**config.mk**
```make
export PLATFORM = sky130hd
export DESIGN_NAME = tot_trigger_multi
export DESIGN_NICKNAME = d
export VERILOG_FILES = /design/src/rtl/tot_trigger_multi_pkg.sv /design/src/rtl/tot_occ_window.sv /design/src/rtl/tot_trigger_multi.sv
export SDC_FILE = /design/constraint.sdc
export NUM_CORES = 1
export LEC_CHECK = 0
export ABC_AREA = 1
export BUFFER_PORTS_ARGS = -buffer_cell sky130_fd_sc_hd__buf_4
export CAP_MARGIN = 20
export CELL_PAD_IN_SITES_DETAIL_PLACEMENT = 1
export CELL_PAD_IN_SITES_GLOBAL_PLACEMENT = 1
export CORE_ASPECT_RATIO = 1.1
export CORE_MARGIN = 2
export CORE_UTILIZATION = 44
export DETAILED_ROUTE_END_ITERATION = 10
export PLACE_DENSITY = 0.79
export RECOVER_POWER = 100
export SLEW_MARGIN = 15
export SYNTH_ARGS = -nofsm -noshare
export SYNTH_HDL_FRONTEND = slang
export SYNTH_SLANG_ARGS = --single-unit
export TNS_END_PERCENT = 50
```
**constraint.sdc**
```tcl
create_clock -name CLK120 -period 2.6 [get_ports CLK120]
set_input_delay 0.13 -clock CLK120 [delete_from_list [all_inputs] [get_ports CLK120]]
set_output_delay 0.13 -clock CLK120 [all_outputs]
set_load 0.1 [all_outputs]
```
**src/rtl/tot_trigger_multi_pkg.sv**
```systemverilog
// Shared defaults and helpers for the multi-channel Time-over-Threshold trigger.
// Latency: n/a (declarations only).
// Backpressure: n/a.
package tot_trigger_multi_pkg;

  localparam int TOT_NCH     = 3;    // PMT channels
  localparam int TOT_ADC_W   = 12;   // ADC sample / threshold width
  localparam int TOT_WIN     = 120;  // occupancy window, in strobes
  localparam int TOT_OCC_W   = 7;    // 2**TOT_OCC_W > TOT_WIN
  localparam int TOT_MULT_W  = 2;    // 2**TOT_MULT_W > TOT_NCH
  localparam int TOT_HOLD_W  = 8;    // holdoff counter width
  localparam int TOT_MAX_NCH = 32;   // widest channel vector popcount() accepts

  // Number of set bits in a channel-hit vector (zero-extended to TOT_MAX_NCH).
  function automatic logic [5:0] popcount(input logic [TOT_MAX_NCH-1:0] v);
    logic [5:0] n;
    n = '0;
    for (int i = 0; i < TOT_MAX_NCH; i++) begin
      n = n + 6'(v[i]);
    end
    return n;
  endfunction

endpackage

```
**src/rtl/tot_occ_window.sv**
```systemverilog
// Sliding occupancy window: WIN-deep shift register of strobe bits plus a live up/down count of set bits.
// Latency: OCC reflects SB one strobe after it is presented.
// Backpressure: none; advances only on SAMPLE_EN, CLR wins over the shift on the same strobe.
//
// Ports:
//   CLK120     in  clock
//   RESET_N    in  synchronous reset, active low
//   SAMPLE_EN  in  strobe; all state holds while low
//   SB         in  bit entering the window this strobe
//   CLR        in  empty the window and zero the count (trigger fired)
//   OCC        out number of set bits currently in the window, 0..WIN
module tot_occ_window
  import tot_trigger_multi_pkg::*;
#(
  parameter int WIN   = TOT_WIN,
  parameter int OCC_W = TOT_OCC_W
) (
  input  logic             CLK120,
  input  logic             RESET_N,
  input  logic             SAMPLE_EN,
  input  logic             SB,
  input  logic             CLR,
  output logic [OCC_W-1:0] OCC
);

  logic [WIN-1:0] window;
  logic           out_bit;

  assign out_bit = window[WIN-1];

  always_ff @(posedge CLK120) begin
    if (!RESET_N) begin
      window <= '0;
      OCC    <= '0;
    end else if (SAMPLE_EN) begin
      if (CLR) begin
        window <= '0;
        OCC    <= '0;
      end else begin
        window <= {window[WIN-2:0], SB};
        // Count tracks the window contents exactly; the bounds guards only
        // keep it from wrapping should the two ever disagree.
        if (SB && !out_bit && (OCC != OCC_W'(WIN))) begin
          OCC <= OCC + OCC_W'(1);
        end else if (!SB && out_bit && (OCC != '0)) begin
          OCC <= OCC - OCC_W'(1);
        end
      end
    end
  end

endmodule

```
**src/rtl/tot_trigger_multi.sv**
```systemverilog
// Parametrised ToT trigger: per-channel threshold compare, multiplicity, windowed occupancy, holdoff and edge pulse.
// Latency: 6 strobes from ADC capture to TRIG (18 CLK120 cycles with a 1-in-3 strobe).
// Backpressure: none; SAMPLE_EN low freezes all state and keeps TRIG low.
//
// Ports:
//   CLK120        in  120 MHz clock
//   RESET_N       in  synchronous reset, active low (acts regardless of SAMPLE_EN)
//   SAMPLE_EN     in  sample strobe
//   ADC, THRES    in  packed per-channel samples / thresholds, ch0 in LSBs
//   TRIG_ENABLE   in  per-channel enable
//   MULTIPLICITY  in  minimum channels over threshold; 0 disables
//   OCCUPANCY     in  fire when occupancy exceeds this
//   HOLDOFF       in  strobes after a trigger during which none fires
//   TRIG          out one-CLK120-cycle trigger pulse
//   OCC_OUT       out current occupancy count
module tot_trigger_multi
  import tot_trigger_multi_pkg::*;
#(
  parameter int NCH    = TOT_NCH,
  parameter int ADC_W  = TOT_ADC_W,
  parameter int WIN    = TOT_WIN,
  parameter int OCC_W  = TOT_OCC_W,
  parameter int MULT_W = TOT_MULT_W,
  parameter int HOLD_W = TOT_HOLD_W
) (
  input  logic                 CLK120,
  input  logic                 RESET_N,
  input  logic                 SAMPLE_EN,
  input  logic [NCH*ADC_W-1:0] ADC,
  input  logic [NCH*ADC_W-1:0] THRES,
  input  logic [NCH-1:0]       TRIG_ENABLE,
  input  logic [MULT_W-1:0]    MULTIPLICITY,
  input  logic [OCC_W-1:0]     OCCUPANCY,
  input  logic [HOLD_W-1:0]    HOLDOFF,
  output logic                 TRIG,
  output logic [OCC_W-1:0]     OCC_OUT
);

  logic [NCH*ADC_W-1:0] adc_q;
  logic [NCH*ADC_W-1:0] thr_q;
  logic [NCH-1:0]       pmt_nxt;
  logic [NCH-1:0]       pmt_trig;
  logic [MULT_W-1:0]    sum;
  logic                 sb;
  logic [OCC_W-1:0]     occ;
  logic [HOLD_W-1:0]    hold_cnt;
  logic                 trig_now;
  logic                 trig_now_q;
  logic                 trig_prev;

  // Strictly-greater unsigned compare per channel, masked by its enable.
  always_comb begin
    pmt_nxt = '0;
    for (int i = 0; i < NCH; i++) begin
      pmt_nxt[i] = (adc_q[i*ADC_W +: ADC_W] > thr_q[i*ADC_W +: ADC_W]) && TRIG_ENABLE[i];
    end
  end

  // Decided from the freshly updated occupancy; on the strobe it is true the
  // window is emptied and the holdoff armed, and the decision itself is
  // registered so the pulse lands one strobe later.
  assign trig_now = (occ > OCCUPANCY) && (hold_cnt == '0);

  always_ff @(posedge CLK120) begin
    if (!RESET_N) begin
      adc_q      <= '0;
      thr_q      <= '0;
      pmt_trig   <= '0;
      sum        <= '0;
      sb         <= 1'b0;
      hold_cnt   <= '0;
      trig_now_q <= 1'b0;
      trig_prev  <= 1'b0;
      TRIG       <= 1'b0;
    end else begin
      // TRIG is a single CLK120-cycle pulse: it drops on every non-strobe edge.
      TRIG <= 1'b0;
      if (SAMPLE_EN) begin
        adc_q      <= ADC;
        thr_q      <= THRES;
        pmt_trig   <= pmt_nxt;
        sum        <= MULT_W'(popcount(TOT_MAX_NCH'(pmt_trig)));
        sb         <= (sum >= MULTIPLICITY) && (MULTIPLICITY != '0);
        trig_now_q <= trig_now;
        trig_prev  <= trig_now_q;
        TRIG       <= trig_now_q && !trig_prev;
        if (trig_now) begin
          hold_cnt <= HOLDOFF;
        end else if (hold_cnt != '0) begin
          hold_cnt <= hold_cnt - HOLD_W'(1);
        end
      end
    end
  end

  tot_occ_window #(
    .WIN   (WIN),
    .OCC_W (OCC_W)
  ) u_occ_window (
    .CLK120    (CLK120),
    .RESET_N   (RESET_N),
    .SAMPLE_EN (SAMPLE_EN),
    .SB        (sb),
    .CLR       (trig_now),
    .OCC       (occ)
  );

  assign OCC_OUT = occ;

endmodule

```
# Yosys cells after proc, flatten, opt, wreduce, memory -nomap -nowiden
# Cells that the tools add are included.
word_totals:
  reg_bits: 216
  in_bits: 95
  output_inout_bits: 8
  word_cells: 50
classes:
  add_sub_neg: 5
  magnitude_cmp: 5
  eq_ne: 1
  n_mux: 6
  n_reduce_logical: 22
op_table:
  columns: ["op", "n"]
  rows:
  - ["2-to-1 mux 120 bit", 1]
  - ["greater-than comparator 12 bit", 3]
  - ["2-to-1 mux 7 bit", 3]
  - ["2-to-1 mux 8 bit", 2]
  - ["logical AND 1 bit", 10]
  - ["zero test 8 bit", 1]
  - ["nonzero test 8 bit", 1]
  - ["subtractor 8 x 1 -> 8 bit, second input constant", 1]
  - ["adder 7 x 1 -> 7 bit, second input constant", 1]
  - ["greater-than comparator 7 bit", 1]
  - ["!= test 7 bit, second input constant", 1]
  - ["nonzero test 7 bit", 1]
  - ["subtractor 7 x 1 -> 7 bit, second input constant", 1]
  - ["AND reduction 2 bit", 3]
  - ["nonzero test 2 bit", 2]
  - ["zero test 1 bit", 3]
  - ["nonzero test 3 bit", 1]
  - ["adder 1 x 1 -> 2 bit", 1]
  - ["adder 2 x 1 -> 2 bit", 1]
  - ["greater-or-equal comparator 2 bit", 1]

# Longest topological paths before layout
# Gate-level depths: netlist (run 1).
depth:
  ltp_word: 6
  depth_mapped: 15
  mapped_depth_nobuf: 15

# Cells and area by module
# Synthesis (run 1) repeated with hierarchy kept, for this count alone.
hier_totals:
  hier_cells: 1145
  area_unflattened_um2: 9283.9
by_module_without_submodules:
  columns: ["mod", "instances", "cells_per_inst", "area_each_um2", "seq_area_each_um2"]
  rows:
  - ["tot_occ_window", 1, 635, 4962.3, 2542.4]
  - ["tot_trigger_multi", 1, 510, 4321.6, 1781.7]

# Worst setup path after synthesis (run 1)
# No wires, ideal clock.
synth_path:
  kind: "register -> register"
  startpoint: "register u_occ_window.OCC[0]"
  endpoint: "register u_occ_window.OCC[5]"
  setup_time_ps: 113
  arrival_time_ps: 2485
  required_time_ps: 2487
  slack_ps: 2
  stages_incl_launch_ff: 13
  n_path_buf: 0
  synth_period_minus_slack_ps: 2598
  path_cell_list: "dfxtp_1 > nor2_1 > nand3_1 > nand2_1 > ha_1 > nand2_1 > inv_1 > o21ai_0 > nand4_1 > nand2_1 > nor2_1 > nor2_1 > nor2_1"
synth_between:
  elab_chain_cells: 4
  word_cells_on_any_way: 13
  classes_between: "2 x add/sub; 1 x order compare; 1 x eq/ne; 3 x mux; 6 x reduce/logical"
synth_rtl:
  columns: ["item", "line", "rtl"]
  rows:
  - ["start: declaration", "tot_occ_window.sv:23", "output logic [OCC_W-1:0] OCC"]
  - ["start signal: assignment", "tot_occ_window.sv:44", "OCC <= OCC + OCC_W'(1);"]
  - ["start signal: assignment", "tot_occ_window.sv:46", "OCC <= OCC - OCC_W'(1);"]
  - ["subtractor 7 x 1 -> 7 bit, or another cell as far along", "tot_occ_window.sv:46", null]
  - ["2-to-1 mux 7 bit, or another cell as far along", "tot_occ_window.sv:45", "end else if (!SB && out_bit && (OCC != '0)) begin"]
  - ["2-to-1 mux 7 bit or nonzero test 3 bit (tied branches)", null, null]
  - ["2-to-1 mux 7 bit or AND reduction 2 bit (tied branches)", null, null]
# Several ways; a longest one is shown, not always the timed one. The select of a mux whose other input is x is not followed.
# A chain may end at the register's enable or synchronous reset.

==> results of run 1 <==
-- repair_timing --
action / CTS / global route
hold endpoints to repair: 88 / 0
hold buffers: 85 / 0
gates resized for setup: 0 / 0
-- how the worst max path moves through the flow --
stage                     slack [ns]                 endpoint  cells past startpoint                start
after CTS                       0.41      u_occ_window.OCC[5]                     12  u_occ_window.OCC[0]
after detailed placement        0.42      u_occ_window.OCC[5]                     12  u_occ_window.OCC[0]
after global routing            0.12  u_occ_window.window[79]                      7              RESET_N
after global placement          0.52      u_occ_window.OCC[4]                     12  u_occ_window.OCC[0]
after floorplan                0.002      u_occ_window.OCC[5]                     12  u_occ_window.OCC[0]
final                           0.28                thr_q[20]                      8              RESET_N
-- logic make-up (layout without fill, tap and decap cells) --
| family | after synthesis | count (layout) | synth area share |
|---|---|---|---|
| simple gates | 461 | 461 | 0.2000 |
| buf+inv | 151 | 335 | 0.07595 |
| xor+xnor | 5 | 5 | 0.004648 |
| compound gates | 247 | 247 | 0.1886 |
| fa+ha+maj | 53 | 53 | 0.07197 |
| flops | 216 | 216 | 0.4589 |
-- synthesized netlist by cell type, types with 2 or more instances --
cell | n | area (sq um)
nand2_1 | 374 | 1404
dfxtp_1 | 216 | 4324
o21ai_2 | 100 | 875.8
inv_1 | 86 | 322.8
o21ai_0 | 62 | 310.3
ha_1 | 51 | 638.1
a22o_1 | 37 | 324.1
clkbuf_1 | 37 | 138.9
nor2_1 | 35 | 131.4
a21oi_1 | 30 | 150.1
nand3_1 | 20 | 100.1
nand4_1 | 13 | 81.33
buf_8 | 10 | 150.1
o21ai_1 | 10 | 50.05
buf_2 | 6 | 30.03
inv_2 | 6 | 22.52
nor3_1 | 6 | 30.03
nand2_2 | 5 | 31.28
nor2_4 | 3 | 33.78
o2111ai_1 | 3 | 26.28
xor2_1 | 3 | 26.28
a31oi_1 | 2 | 12.51
buf_1 | 2 | 7.510
fa_1 | 2 | 40.04
xnor2_1 | 2 | 17.52
-- layout make-up --
cell class | instances | area, sq um | share of cell area
clock inverters | 7 | 66.31 | 0.005703
multi-input cells | 766 | 4024 | 0.3460
flip-flops and latches | 216 | 4324 | 0.3719
inverters | 92 | 345.3 | 0.02970
clock buffers | 36 | 747.0 | 0.06423
well taps | 290 | 362.8 | 0.03120
repair buffers | 200 | 1759 | 0.1513
-- sequential cells by signal, indices dropped and copies added, names as in the netlist --
name / cells
u_occ_window.window: 120
adc_q: 36
thr_q: 36
hold_cnt: 8
u_occ_window.OCC: 7
pmt_trig: 3
sum: 2
TRIG: 1
sb: 1
trig_now_q: 1
trig_prev: 1
-- per-stage QoR --
step	cell area [sq um]	hold slack (ns)	power, mW	instances
floorplan	9423	0.2427	4.554	1133
global placement	10380	0.3307	4.872	1479
detailed placement	10380	0.3380	4.908	1479
CTS	12040	0.008020	8.479	1607
global route	11630	0.02769	8.830	1607
finish	11630	0.03101	8.428	1607
-- worst min-delay path: stages --
cell	delay (ns)
buf_4	0.08
inv_1	0.03
nand4_1	0.10
nand4_1	0.10
nand2_1	0.06
-- layer usage --
metal / vias to the layer above / GRT usage
li1: 4026 / -
met1: 3870 / 0.2708
met2: 156 / 0.4236
met3: 71 / 0.03134
met4: 0 / 0.08217
met5: - / 0
-- power by group through the flow --
| stage | registers [mW] | logic (mW) | clock network, mW |
|---|---|---|---|
| after floorplan | 3.62 | 0.936 | 0 |
| after global placement | 3.59 | 1.28 | 0 |
| after detailed placement | 3.59 | 1.31 | 0 |
| after CTS | 3.52 | 1.43 | 3.52 |
| after global routing | 3.54 | 1.61 | 3.68 |
| final | 3.53 | 1.44 | 3.46 |
==> reports/results.ini, run 1 <==
[worst_setup_path]
crit_path_end_kind=register
worst-path-buf-inv=6
critical_path_arrival_ns=2.69
reg2reg_slack_ns=0.39
cp_common_cell=buf_4
start_kind=primary input
r2r_start=u_occ_window.OCC[0]
critical_path_class=in -> reg
r2r-end=u_occ_window.OCC[6]
cp_slowest_cell=dlygate4sd3_1
crit_path_max_fanout=39
worstPathCellList=dlygate4sd3_1 -> clkbuf_1 -> inv_2 -> nor2_4 -> buf_4 -> inv_1 -> buf_4 -> o21ai_0
reg2regPathDepth=14
critical_path.top_delay_family=buffers and inverters
critical_path.max_stage_delay_ns=0.52
required_ns=2.97

[power_and_ir_drop]
powerDensity_nw_per_um2=724.8
power_frac_comb=0.171
p_int_mw=6.091
swShare=0.2773
power.switching_mw=2.337
ir_drop_mv=0.4696
seqPwrFrac=0.419
pwr-share-clk=0.411
cellLeakagePower_nw=4.858

[floorplanning]
die_area_sq_um=22600
num_rows=56
die-width_um=143.5
fp.dieH_um=157.5
start_util=0.4453
ios=103
core_sq_um=21160

[routing]
top_layer=met4
routed_wl_um=26210
via_per_inst=5.055
dr_wl_met3_um=917
dr_wl_met2_um=13320
dr.pass1.iters=4
vias=8123
drtAntennaViolNets=0
wl_met1_um=11100
wire_per_inst_um=16.31
drc=0
drtIter0Drc=333

[hold_path]
hold_path.startpoint=HOLDOFF[7]
hp-class=in -> reg
holdPathStages=5
holdPathEnd=hold_cnt[7]

[cells_and_area]
syn_to_final_growth_pct=23.41
final_common_cell=nand2_1
fin_nets=1448
antenna_cells=0
fill_cells=2597
layout_common_cells=nand2_1, dfxtp_1, o21ai_0
drive_gt1_frac=0.1268
final_util=0.5496

[sta]
max_freq_ghz=0.4311
fin_skew_ns=0.01768
fin_ws_ns=0.2804
setup_viol=0
slew_headroom=0.1858
final.setup.tns_ns=0
period_share=0.8921
rsz0062_at_grt=no
slew_violations=0
worstMarginPinSlew_ns=1.227
fin_crit_ns=2.320
hold_viol=0

[global_routing]
grt_use_total=0.2299
globalRouteOverflowTotal=0
grt_pass1_vias=8715
grt_max_degree=123
grt_pass1_wl_um=42480
antenna_found_initial=0

[clocking]
htreeDepth=1
cts.sinks=216
max-clock-path-buffers=3
cts_buffers=24
clkTransAtPathRegs_ns=0.07
post-cts-setup-buffers=0
root_buffer=clkbuf_16
clk_latency_ns=0.51
cts_tree=built

[synthesis]
postSynthCellCount=1133
avgSynthCellArea_sq_um=8.317
netlist_area_sq_um=9423
syn_nets=1281
synthFlopType=dfxtp_1
synth_edf_count=0
yosysSeqAreaShare=0.4589
synthArstFlopShare=0
synth_cell_types=37
yosysWarnings=0
ys_ff_latch=216

[placed_design]
pre_cts_ws_ns=0.4250
gp_routability_congestion=0.7934
place_hpwl_um=14550
portBuffers=102

[flow_run]
max-cap-violations=0

[run_status]
outcome=finished, final reports clean

(Power assumes the default switching activity.)
==> run 2, diff against run 1 <==
--- a/config.mk
+++ b/config.mk
@@ -14,7 +14,7 @@
 export CORE_MARGIN = 2
 export CORE_UTILIZATION = 44
 export DETAILED_ROUTE_END_ITERATION = 10
-export PLACE_DENSITY = 0.79
+export PLACE_DENSITY = 0.85
 export RECOVER_POWER = 100
 export SLEW_MARGIN = 15
 export SYNTH_ARGS = -nofsm -noshare
==> reports/results.ini, run 2 (synthesis gave the netlist of run 1 again) <==
[run_status]
outcome=finished, final reports clean

[global_routing]
grt_pass1_vias=8890  ; +2.0%
grt_use_met3=0.05202  ; +0.02069
grt_use_total=0.2373  ; +0.007379
globalRouteOverflowTotal=0  ; unchanged
use_met2=0.4238  ; about the same
grt_max_degree=162  ; +32%
antenna_found_initial=4  ; +4
grt_pass1_wl_um=43560  ; +2.5%
global_route.usage.met1=0.2688  ; -0.001934
busiest_layer=met2

[routing]
drtAntennaViolNets=0  ; unchanged
vias=8266  ; +1.8%
drc=0  ; unchanged
dr.pass1.iters=4  ; unchanged
routed_wl_um=27530  ; +5.0%
via_per_inst=5.157  ; +2.0%
drtIter0Drc=416  ; +25%
wire_per_inst_um=17.17  ; +5.3%

[flow_run]
max-cap-violations=0  ; unchanged

[clocking]
clk_latency_ns=0.52  ; about the same
cts_buffers=24  ; unchanged
max-clock-path-buffers=3  ; unchanged
cts.sinks=216  ; unchanged
cts_tree=built
clkTransAtPathRegs_ns=0.06  ; about the same
htreeDepth=1  ; unchanged
root_buffer=clkbuf_16

[cells_and_area]
drive_gt1_frac=0.1238  ; -0.003045
layout_common_cells=nand2_1, dfxtp_1, o21ai_0
fill_cells=2590  ; -0.27%
fin_nets=1444  ; -0.28%
finalNonFillerCells=1603  ; -0.25%
syn_to_final_growth_pct=22.64
largest_reg_flops=120  ; unchanged
ff_latch_area_sq_um=4324  ; unchanged
final_common_cell=nand2_1
largest_register=u_occ_window.window
reg_top3=u_occ_window.window (120), adc_q (36), thr_q (36)
multi_input_area_sq_um=4029  ; +0.12%
fin_area_sq_um=11560  ; -0.62%

[sta]
final.setup.tns_ns=0  ; unchanged
hold_viol=0  ; unchanged
period_share=0.9243  ; +0.03216
fin_ws_ns=0.1968  ; -0.08362 ns
fin_crit_ns=2.403  ; +0.08362 ns
rsz0062_at_grt=no
max_freq_ghz=0.4161  ; -3.5%
whs_ns=0.003626  ; -0.02738 ns
worstMarginPinSlew_ns=1.234  ; +0.007797 ns
slew_violations=0  ; unchanged
fin_skew_ns=0.01507  ; -0.002609 ns
setup_viol=0  ; unchanged
slew_headroom=0.1807  ; -0.005176

[placed_design]
gp_routability_congestion=0.7995  ; +0.77%
place_area_sq_um=10320  ; -0.48%
portBuffers=102  ; unchanged
dp_cells=1474  ; -0.34%
pre_cts_ws_ns=0.4060  ; -0.01895 ns
place_hpwl_um=14500  ; -0.36%

[worst_setup_path]
worstPathCellList=ha_1 -> a21oi_1 -> nand2_1 -> nand2_1 -> nand2_2 -> nand2_1 -> nand2_1 -> nand2_2 -> nand2_1 -> a21oi_1 -> dlygate4sd3_1
required_ns=3.06  ; +0.09 ns
critical_path.max_stage_delay_ns=0.56  ; +0.04 ns
r2r_start=u_occ_window.OCC[2]
start_kind=register
critPathLaunch=u_occ_window.OCC[2]
cp_common_cell=nand2_1
critical_path_class=reg -> reg
cp_slowest_cell=dlygate4sd3_1
critical_path_arrival_ns=2.86  ; +0.17 ns
crit_path_max_fanout=9  ; -77%
crit_path_end_kind=register

[floorplanning]
ios=103  ; unchanged
die-width_um=143.5  ; unchanged
die_area_sq_um=22600  ; unchanged
core_sq_um=21160  ; unchanged
num_rows=56  ; unchanged
fp.dieH_um=157.5  ; unchanged
start_util=0.4453  ; unchanged

[power_and_ir_drop]
p_int_mw=6.057  ; -0.56%
power.switching_mw=2.333  ; -0.16%
pwr-share-clk=0.407  ; -0.004
swShare=0.2781  ; +0.0008076
powerDensity_nw_per_um2=726.1  ; +0.18%
ir_drop_mv=0.7259  ; +55%
seqPwrFrac=0.421  ; +0.002
power_frac_comb=0.172  ; about the same
cellLeakagePower_nw=4.817  ; -0.85%

[hold_path]
hp-class=in -> reg
hold_path.startpoint=SAMPLE_EN

## run 2: cell type report
type	instances	area share
flip-flops and latches	216	0.3742
well taps	290	0.03140
clock buffers	32	0.05977
inverters	92	0.02988
clock inverters	7	0.008553
multi-input cells	766	0.3486
repair buffers	196	0.1467
diodes	4	0.0008662
## run 2: final timing paths
kind	cells past startpoint	end	slack (ns)
worst max-delay path	11	hold_cnt[5]	0.20
worst min-delay path	3	u_occ_window.OCC[2]	0.004
worst max register to register	11	hold_cnt[5]	0.20
worst min register to register	1	TRIG	0.43
## run 2: timing repair
item	CTS	global route
resized for setup	0	1
hold buffers	86	0
buffers inserted	0	0
setup endpoints to repair	0	1
endpoints found under the hold margin	89	0
## run 2: routing by layer
metal / vias to the layer above / part of all wire
li1: 4011 / -
met1: 3989 / 0.41
met2: 177 / 0.51
met3: 89 / 0.043
met4: 0 / 0.041
met5: - / 0
## run 2: through the flow
step                      power, mW    util
after floorplan               4.554       -
after global placement        4.849  0.4879
after detailed placement      4.902  0.4879
after CTS                     8.428  0.5659
after global routing          8.763  0.5461
final                         8.390  0.5461
## run 2: power by group through the flow
stage          combinational (mW)  sequential (mW)  clock [mW]
3_5_place_dp                 1.31             3.59           0
4_1_cts                      1.44             3.52        3.47
5_1_grt                      1.62             3.54        3.61
2_1_floorplan               0.936             3.62           0
3_3_place_gp                 1.26             3.59           0
6_report                     1.45             3.53        3.41
## run 2: worst max-delay path: cells and delay by family, from the launching register on
kind | cells | cell delay (ns)
AND/OR/NAND/NOR | 7 | 0.69
buffers and inverters | 1 | 0.56
flip-flops | 1 | 0.46
adder cells (fa/ha/maj) | 1 | 0.34
AO/OA/AOI/OAI | 2 | 0.30
==> run 3, diff against run 2 <==
--- a/config.mk
+++ b/config.mk
@@ -14,7 +14,7 @@
 export CORE_MARGIN = 2
 export CORE_UTILIZATION = 44
 export DETAILED_ROUTE_END_ITERATION = 10
-export PLACE_DENSITY = 0.85
+export PLACE_DENSITY_LB_ADDON = 0.1
 export RECOVER_POWER = 100
 export SLEW_MARGIN = 15
 export SYNTH_ARGS = -nofsm -noshare
==> reports/results.ini, run 3 (synthesis gave the netlist of run 1 again) <==
[run_status]
outcome=finished, final reports clean

[global_routing]
grt_pass1_vias=8522  ; -4.1%
grt_pass1_wl_um=42030  ; -3.5%
grt_max_degree=120  ; -26%
globalRouteOverflowTotal=0  ; unchanged
antenna_found_initial=2  ; -2
grt_use_total=0.2276  ; -0.009715

[cells_and_area]
layout_common_cells=nand2_1, dfxtp_1, o21ai_0
final_util=0.5512  ; +0.005085
final_common_cell=nand2_1
fin_nets=1450  ; +0.42%
drive_gt1_frac=0.1443  ; +0.02051
fin_area_sq_um=11660  ; +0.93%
largest_reg_flops=120  ; unchanged
fill_cells=2591  ; +0.039%
syn_to_final_growth_pct=23.78
reg_top3=u_occ_window.window (120), adc_q (36), thr_q (36)
finalNonFillerCells=1612  ; +0.56%
largest_register=u_occ_window.window

[floorplanning]
die_area_sq_um=22600  ; unchanged
fp.dieH_um=157.5  ; unchanged
ios=103  ; unchanged
start_util=0.4453  ; unchanged
num_rows=56  ; unchanged
die-width_um=143.5  ; unchanged
core_sq_um=21160  ; unchanged

[routing]
via_per_inst=4.994  ; -3.1%
routed_wl_um=25510  ; -7.3%
drtAntennaViolNets=0  ; unchanged
vias=8051  ; -2.6%
drc=0  ; unchanged
wire_per_inst_um=15.82  ; -7.9%
dr.pass1.iters=4  ; unchanged
drtIter0Drc=302  ; -27%

[clocking]
clkTransAtPathRegs_ns=0.06  ; about the same
cts_tree=built
cts_resized=0  ; unchanged
htreeDepth=1  ; unchanged
post-cts-setup-buffers=0  ; unchanged
cts_buffers=24  ; unchanged
cts-hold-fix-buffers=86  ; unchanged
max-clock-path-buffers=3  ; unchanged
root_buffer=clkbuf_16
clk_latency_ns=0.53  ; about the same
cts.sinks=216  ; unchanged

[sta]
hold_viol=0  ; unchanged
slew_violations=0  ; unchanged
fin_crit_ns=2.254  ; -0.1489 ns
fin_skew_ns=0.02439  ; +0.009322 ns
setup_viol=0  ; unchanged
final.setup.tns_ns=0  ; unchanged
rsz0062_at_grt=no
slew_headroom=0.2044  ; +0.02372
worstMarginPinSlew_ns=1.199  ; -0.03574 ns
period_share=0.8670  ; -0.05728
max_freq_ghz=0.4436  ; +6.6%

[worst_setup_path]
critical_path.top_delay_family=buffers and inverters
crit_path_end_kind=register
worst-path-buf-inv=4  ; +3
critical_path_class=in -> reg
cp_slowest_cell=buf_2
worstPathCellList=dlygate4sd3_1 -> buf_4 -> inv_1 -> nor2_4 -> buf_2 -> nand2_1 -> o21ai_0
reg2reg_slack_ns=0.35  ; +0.15 ns
critical_path.max_stage_delay_ns=0.88  ; +0.32 ns
critical_path_arrival_ns=2.69  ; -0.17 ns
start_kind=primary input
required_ns=3.04  ; -0.02 ns
crit_path_max_fanout=59  ; +50

[placed_design]
portBuffers=102  ; unchanged
dp_cells=1480  ; +0.41%
place_hpwl_um=14760  ; +1.8%
gp_routability_congestion=0.7808  ; -2.3%
place_area_sq_um=10380  ; +0.56%

[power_and_ir_drop]
ir_drop_mv=0.5226  ; -28%
cellLeakagePower_nw=4.877  ; +1.2%
powerDensity_nw_per_um2=701.2  ; -3.4%

[flow_run]
max-cap-violations=0  ; unchanged

[hold_path]
hp-class=in -> reg

[run 3: changes by cell type in the layout (fill, tap and decap cells not counted), sizes merged]
cell,change
clkinv,+3
diode,+1
clkinvlp,-1
clkbuf,+3
buf,+5
bufinv,-2
[run 3: worst paths after layout]
| check | startpoint | endpoint | cells past startpoint |
|---|---|---|---|
| setup / recovery | RESET_N | u_occ_window.window[18] | 7 |
| hold / removal | SAMPLE_EN | u_occ_window.OCC[2] | 3 |
| setup reg to reg | u_occ_window.OCC[0] | u_occ_window.window[111] | 11 |
| hold reg to reg | u_occ_window.window[117] | u_occ_window.window[118] | 2 |
[run 3: area by class of cell]
| cell class | instances | area (sq um) | share of cell area |
|---|---|---|---|
| Sequential cell | 216 | 4324 | 0.3707 |
| Clock inverter | 7 | 50.05 | 0.004291 |
| Multi-Input combinational cell | 766 | 4129 | 0.3540 |
| Timing Repair Buffer | 202 | 1752 | 0.1502 |
| Tap cell | 290 | 362.8 | 0.03111 |
| Antenna cell | 5 | 12.51 | 0.001073 |
| Inverter | 92 | 345.3 | 0.02961 |
| Clock buffer | 34 | 688.2 | 0.05900 |
[run 3: worst min-delay path: stages]
cell,delay (ns)
buf_4,0.19
nand4_1,0.11
a21oi_1,0.07
[run 3: report_power, final]
part / leakage (nW) / switching [mW] / internal (mW)
registers: 1.76 / 0.0837 / 3.44
logic: 2.75 / 0.863 / 0.558
clock network: 0.368 / 1.39 / 1.84
[run 3: metrics by stage]
stage | setup WS [ns] | hold WS (ns) | total power, mW
global route | 0.06355 | 0.05064 | 8.611
CTS | 0.3978 | 0.01515 | 8.274
global placement | 0.5065 | 0.3305 | 4.885
floorplan | 0.002277 | 0.2427 | 4.554
detailed placement | 0.3892 | 0.3382 | 4.928
finish | 0.3457 | 0.04251 | 8.178
[run 3: per-layer routing]
metal / vias to the layer above / share of wire / track usage
met2: 147 / 0.50 / 0.4070
met3: 60 / 0.032 / 0.03468
met5: - / 0 / 0
li1: 4027 / - / -
met4: 0 / 0.032 / 0.08637
met1: 3817 / 0.44 / 0.2740
